==> config.mk <==
export PLATFORM = sky130hd
export DESIGN_NAME = fetch_queue
export DESIGN_NICKNAME = d
export VERILOG_FILES = /design/src/rtl/fetch_queue.sv
export SDC_FILE = /design/constraint.sdc
export NUM_CORES = 1
export LEC_CHECK = 0
export BUFFER_PORTS_ARGS = -buffer_cell sky130_fd_sc_hd__buf_4
export CAP_MARGIN = 30
export CELL_PAD_IN_SITES_DETAIL_PLACEMENT = 1
export CELL_PAD_IN_SITES_GLOBAL_PLACEMENT = 1
export CORE_ASPECT_RATIO = 0.7
export CORE_MARGIN = 4
export CORE_UTILIZATION = 41
export DETAILED_ROUTE_END_ITERATION = 10
export PLACE_DENSITY = 0.7
export SLEW_MARGIN = 15
export SYNTH_ARGS = -nofsm -noshare
export SYNTH_HDL_FRONTEND = slang
export SYNTH_SLANG_ARGS = --single-unit
export TNS_END_PERCENT = 30
==> constraint.sdc <==
create_clock -name clk -period 3.3 [get_ports clk]
set_input_delay 0.165 -clock clk [delete_from_list [all_inputs] [get_ports clk]]
set_output_delay 0.165 -clock clk [all_outputs]
set_load 0.02 [all_outputs]
==> src/rtl/fetch_queue.sv <==
// fetch_queue
//   Instruction fetch front end: issues sequential word reads to instruction
//   memory, buffers the returned words with their addresses in a small
//   circular queue and presents the head entry to decode.
//
// Ports
//   clk            system clock
//   rst            asynchronous active-high reset
//   imem_req       instruction memory read request this cycle
//   imem_addr      word address of the request (always the fetch pc)
//   imem_rdata     read data, valid the cycle after the request
//   redirect       branch/jump taken: flush and refetch from redirect_addr
//   redirect_addr  new fetch address, sampled when redirect=1
//   halt           decode saw a halt: stop fetching
//   stall          decode cannot accept the presented instruction
//   instr_valid    instr/instr_pc hold a valid instruction
//   instr          instruction at queue head (zero when empty)
//   instr_pc       word address of the head instruction (zero when empty)
//   fetch_halted   fetch FSM is in HALTED
module fetch_queue #(
  parameter int             BITS       = 32,
  parameter int             DEPTH      = 4,
  parameter logic [BITS-1:0] RESET_ADDR = '0
) (
  input  logic            clk,
  input  logic            rst,
  output logic            imem_req,
  output logic [BITS-1:0] imem_addr,
  input  logic [BITS-1:0] imem_rdata,
  input  logic            redirect,
  input  logic [BITS-1:0] redirect_addr,
  input  logic            halt,
  input  logic            stall,
  output logic            instr_valid,
  output logic [BITS-1:0] instr,
  output logic [BITS-1:0] instr_pc,
  output logic            fetch_halted
);

  localparam int PW = $clog2(DEPTH);
  localparam int CW = PW + 1;

  typedef enum logic {RUN, HALTED} state_t;

  state_t          state_q, state_d;
  logic [BITS-1:0] fetchPc_q, fetchPc_d;
  logic [PW-1:0]   rdPtr_q, rdPtr_d;
  logic [PW-1:0]   wrPtr_q, wrPtr_d;
  logic [CW-1:0]   count_q, count_d;
  logic            inFlight_q, inFlight_d;
  logic [BITS-1:0] inFlightPc_q, inFlightPc_d;
  logic [BITS-1:0] instrMem_q [DEPTH];
  logic [BITS-1:0] pcMem_q [DEPTH];

  logic [CW:0]     occupancy;
  logic            reqIssue;
  logic            push;
  logic            pop;

  // A request may only go out when the queue is guaranteed room for its
  // response, counting the response already on its way. Reset gates the
  // request so nothing is presented to memory while rst is held.
  always_comb begin
    occupancy = {1'b0, count_q} + {{CW{1'b0}}, inFlight_q};
    reqIssue  = !rst && (state_q == RUN) && !redirect && !halt &&
                (occupancy < (CW+1)'(DEPTH));
    push      = inFlight_q && !redirect;
    pop       = (count_q != '0) && !stall && !redirect;
  end

  // Next-state for the fetch pc, queue pointers, occupancy and the single
  // outstanding-request tracker. Redirect wins over everything else: the
  // queue empties and the pending response is simply never enqueued.
  always_comb begin
    fetchPc_d    = fetchPc_q;
    rdPtr_d      = rdPtr_q;
    wrPtr_d      = wrPtr_q;
    count_d      = count_q;
    inFlight_d   = reqIssue;
    inFlightPc_d = fetchPc_q;
    if (redirect) begin
      fetchPc_d = redirect_addr;
      rdPtr_d   = '0;
      wrPtr_d   = '0;
      count_d   = '0;
    end else begin
      if (reqIssue) fetchPc_d = fetchPc_q + BITS'(1);
      if (push)     wrPtr_d   = wrPtr_q + PW'(1);
      if (pop)      rdPtr_d   = rdPtr_q + PW'(1);
      case ({push, pop})
        2'b10:   count_d = count_q + CW'(1);
        2'b01:   count_d = count_q - CW'(1);
        default: count_d = count_q;
      endcase
    end
  end

  // Control and pointer registers; all cleared asynchronously so a reset
  // mid-burst throws away queued and outstanding work at once.
  always_ff @(posedge clk or posedge rst) begin
    if (rst) begin
      fetchPc_q    <= RESET_ADDR;
      rdPtr_q      <= '0;
      wrPtr_q      <= '0;
      count_q      <= '0;
      inFlight_q   <= 1'b0;
      inFlightPc_q <= '0;
    end else begin
      fetchPc_q    <= fetchPc_d;
      rdPtr_q      <= rdPtr_d;
      wrPtr_q      <= wrPtr_d;
      count_q      <= count_d;
      inFlight_q   <= inFlight_d;
      inFlightPc_q <= inFlightPc_d;
    end
  end

  // Queue storage needs no reset: entries are only visible when count says
  // they are valid, and the output mux below zeroes an empty head.
  always_ff @(posedge clk) begin
    if (push) begin
      instrMem_q[wrPtr_q] <= imem_rdata;
      pcMem_q[wrPtr_q]    <= inFlightPc_q;
    end
  end

  // The request throttle should make a push into a full queue unreachable.
  always_ff @(posedge clk) begin
    if (!rst) begin
      assert (!(push && (count_q == CW'(DEPTH))));
    end
  end

  // FSM state register.
  always_ff @(posedge clk or posedge rst) begin
    if (rst) state_q <= RUN;
    else     state_q <= state_d;
  end

  // FSM next state: halt is one-way until reset, and a same-cycle redirect
  // takes precedence so the halt is ignored in that cycle.
  always_comb begin
    state_d = state_q;
    if ((state_q == RUN) && halt && !redirect) state_d = HALTED;
  end

  // FSM and datapath outputs.
  always_comb begin
    fetch_halted = (state_q == HALTED);
    imem_req     = reqIssue;
    imem_addr    = fetchPc_q;
    instr_valid  = (count_q != '0);
    instr        = instr_valid ? instrMem_q[rdPtr_q] : '0;
    instr_pc     = instr_valid ? pcMem_q[rdPtr_q]    : '0;
  end

endmodule

==> results by group <==
Run status
  • Status: finished clean

Power
  • Seq pwr share: 47.4%
  • Leakage: 5.83 nW
  • NetSw: 2.54 mW
  • Logic pwr share: 16.2%
  • Power Density: 608 nW/um2
  • Max VDD drop: 405 uV
  • Sw Share: 25.4%
  • Internal power: 7.47 mW
  • Clock share of power: 36.3%

Setup path
  • Startpoint types: flip-flop
  • Slowest CP cell: nor3_1
  • Worst setup path class: reg2out
  • CP cell instances: nor3_1 -> inv_2 -> buf_12 -> and2_1 -> buf_4
  • Worst EP required: 3130 ps
  • Max incr delay on CP: 510 ps
  • Buffers plus inverters on the worst setup path: 3
  • Worst path top cell family by delay: buffers and inverters
  • CP arrival: 2530 ps
  • Capturing element type of the critical path: output pin
  • CP Max Fanout: 37

Clocking
  • Worst-path clk slew: 60 ps
  • CTS tree: built
  • Htree depth: 2
  • Bufs on Longest Clock Path: 3
  • Post-CTS setup buffer count: 0
  • Clock sinks: 329
  • Cts bufs inserted: 34
  • Root buffer cell: clkbuf_16
  • Skew-Pair Late Insertion Delay: 510 ps

Yosys
  • Register area share after synthesis: 73.8%
  • Synth Register Bits: 329
  • Syn. warnings: 0
  • Synth Cell Area: 12900 um2
  • EDFF count, synth: 256
  • Synth Area per Inst: 18.0 um2
  • Ys flop type: edfxtp_1
  • Post-Syn Instances: 717
  • Synth async-reset ratio: 22.2%
  • Syn nets: 792
  • Unique cell type count in the Yosys netlist: 45

Timing
  • Max Slew Vio Count: 0
  • Hold Violations, Final: 0
  • Actual slew at the worst max-slew pin: 927 ps
  • Fin crit share: 81.7%
  • Maximum operating frequency: 0.371 GHz
  • Clk_skew: 18.8 ps
  • Final setup fails: 0
  • Rel. slew slack: 37.7%
  • Worst hold slack: 90.9 ps
  • Shortest period the worst path allows: 2690 ps
  • Unrepaired setup endpoints after global routing: no
  • Fin Setup TNS: 0 ps

Die
  • Rows: 54
  • Die height: 156 um
  • Ports: 168
  • Die width: 220 um
  • Core ar.: 31100 um2
  • Full die area: 34400 um2
  • Initial Util: 41.5%

Min path
  • Type of the worst min-delay path: in2reg

Job
  • Max_cap viols: 0

Detailed routing
  • Detailed Route WL: 31.8 mm
  • Routed vias: 7447
  • # DRC: 0
  • Drt first pass iters: 4
  • Routed wire per std cell: 22.5 um
  • Detail Route Antenna Nets: 0
  • Via density: 5.27
  • Starting DRC count in detailed routing: 416

Global routing
  • Vias in the first global route: 8097
  • First-pass GRT wire length: 49.4 mm
  • GRT overflow: 0
  • Global Route Usage Sum: 18.9%
  • Pin count of the biggest net entering global routing: 43
  • Initial antenna violation count: 0

Final layout
  • Layout cells sized above 1: 31.2%
  • ANT cells: 0
  • Design Area, Final: 16500 um2
  • Area grow syn2layout: 27.9%
  • Nets: 1043

Placement
  • Placement Cell Area: 14700 um2
  • Placer Congestion: 0.767
  • Port bufs: 167
  • HPWL Detailed: 19.7 mm
==> cell usage in the layout, fill, tap and decap left out, drive strengths merged, types with 19 or more instances in the layout <==
master | synthesis | routed
edfxtp | 256 | 256
and2 | 70 | 70
nor2 | 30 | 30
buf | 11 | 182
nand2 | 24 | 24
nand3 | 19 | 19
clkbuf | 23 | 48
dlygate4sd3 | 0 | 67
dfrtp | 73 | 73
mux4 | 64 | 64
==> area by class of cell <==
type	count	area, um2
clock buffers	48	1010
clock inverters	13	61.3
fillers	2935	14600
inverters	9	33.8
multi-input cells	345	3220
flip-flops and latches	329	9520
well taps	420	526
repair buffers	249	2110
==> Yosys cell counts, types with 2 or more instances <==
master	count	area, um2
and3_1	3	18.8
a31oi_1	18	113
o211ai_1	4	30.0
buf_1	6	22.5
clkbuf_1	23	86.3
or4_1	14	105
nand2_1	24	90.1
nor2b_1	3	18.8
dfrtp_1	73	1830
and2_1	70	438
a21o_1	2	15.0
inv_1	8	30.0
nor4_1	3	18.8
o41ai_1	2	17.5
xnor2_1	4	35.0
and4_1	4	35.0
a31o_2	2	17.5
or3_1	6	37.5
xor2_1	5	43.8
nand4_1	18	113
nor2_1	30	113
a21oi_1	3	15.0
mux2i_1	3	30.0
o31ai_1	9	67.6
edfxtp_1	256	7690
o21ai_0	14	70.1
nand4b_1	3	26.3
mux4_2	64	1440
nand3_1	19	95.1
buf_2	5	25.0
ha_1	5	62.6
==> worst paths after layout <==
path / startpoint / to / slack (ps) / cells past startpoint
worst max-delay path: count_q[2]$_DFFE_PP0P_ / instr_pc[25] / 610 / 5
worst min-delay path: redirect / rdPtr_q[1]$_DFFE_PP0P_ / 90 / 2
worst max register to register: count_q[2]$_DFFE_PP0P_ / imem_addr[19]$_DFFE_PP0P_ / 720 / 4
worst min register to register: imem_addr[31]$_DFFE_PP0P_ / inFlightPc_q[31]$_DFF_PP0_ / 470 / 0
max in group asynchronous: rst / inFlightPc_q[27]$_DFF_PP0_ / 2100 / 4
min in group asynchronous: rst / fetch_halted$_DFFE_PP0P_ / 390 / 3
==> timing repair <==
| action | in CTS | in global routing |
|---|---|---|
| hold buffers | 67 | 0 |
| resized for setup | 0 | 0 |
| endpoints found under the hold margin | 191 | 0 |
==> kinds of logic after synthesis <==
kind of cell             count (synthesis)  share of synthesized area (%)
multiplexers                            68                           11.5
XOR/XNOR                                 9                          0.612
flip-flops                             329                           73.8
AND/OR/NAND/NOR                        204                           9.16
adder cells (fa/ha/maj)                  6                          0.641
AO/OA/AOI/OAI                           58                           2.96
buffers and inverters                   43                           1.30
==> per-stage QoR <==
stage | total power, mW | util (%) | std cells | setup WS [ps]
2_1_floorplan | 5.67 | - | 717 | 607
3_3_place_gp | 6.40 | 47.4 | 1285 | 884
3_5_place_dp | 6.42 | 47.4 | 1285 | 743
4_1_cts | 10.2 | 53.0 | 1413 | 513
5_1_grt | 10.5 | 53.0 | 1413 | 407
6_report | 10.0 | 53.0 | 1413 | 605
==> power groups by stage <==
stage                     clock network (mW)  logic [mW]  registers, mW
after floorplan                            0       0.894           4.78
after global placement                     0        1.58           4.82
after detailed placement                   0        1.59           4.83
after CTS                               3.75        1.66           4.75
after global routing                    3.94        1.75           4.77
final                                   3.64        1.63           4.75
==> sequential cells by signal, summed over array words and instances, names as in the netlist <==
register      count
rdPtr_q           2
wrPtr_q           2
imem_addr        32
pcMem_q         128
inFlightPc_q     32
inFlight_q        1
instrMem_q      128
fetch_halted      1
count_q           3
==> worst reg2reg max path, stage by stage (launching register included) <==
cell	delay (ps)
dfrtp_1	450
nor4_4	480
nand4_1	650
or4_1	720
a31oi_1	210
==> metal layers <==
layer | part of all wire [%] | wire length [um] | GRT usage, %
met5 | 0 | 0 | 0
met2 | 49 | 15700 | 31.0
met1 | 44 | 14100 | 26.7
met3 | 4.3 | 1360 | 3.32
met4 | 1.9 | 612 | 4.69
(Power assumes the default switching activity.)
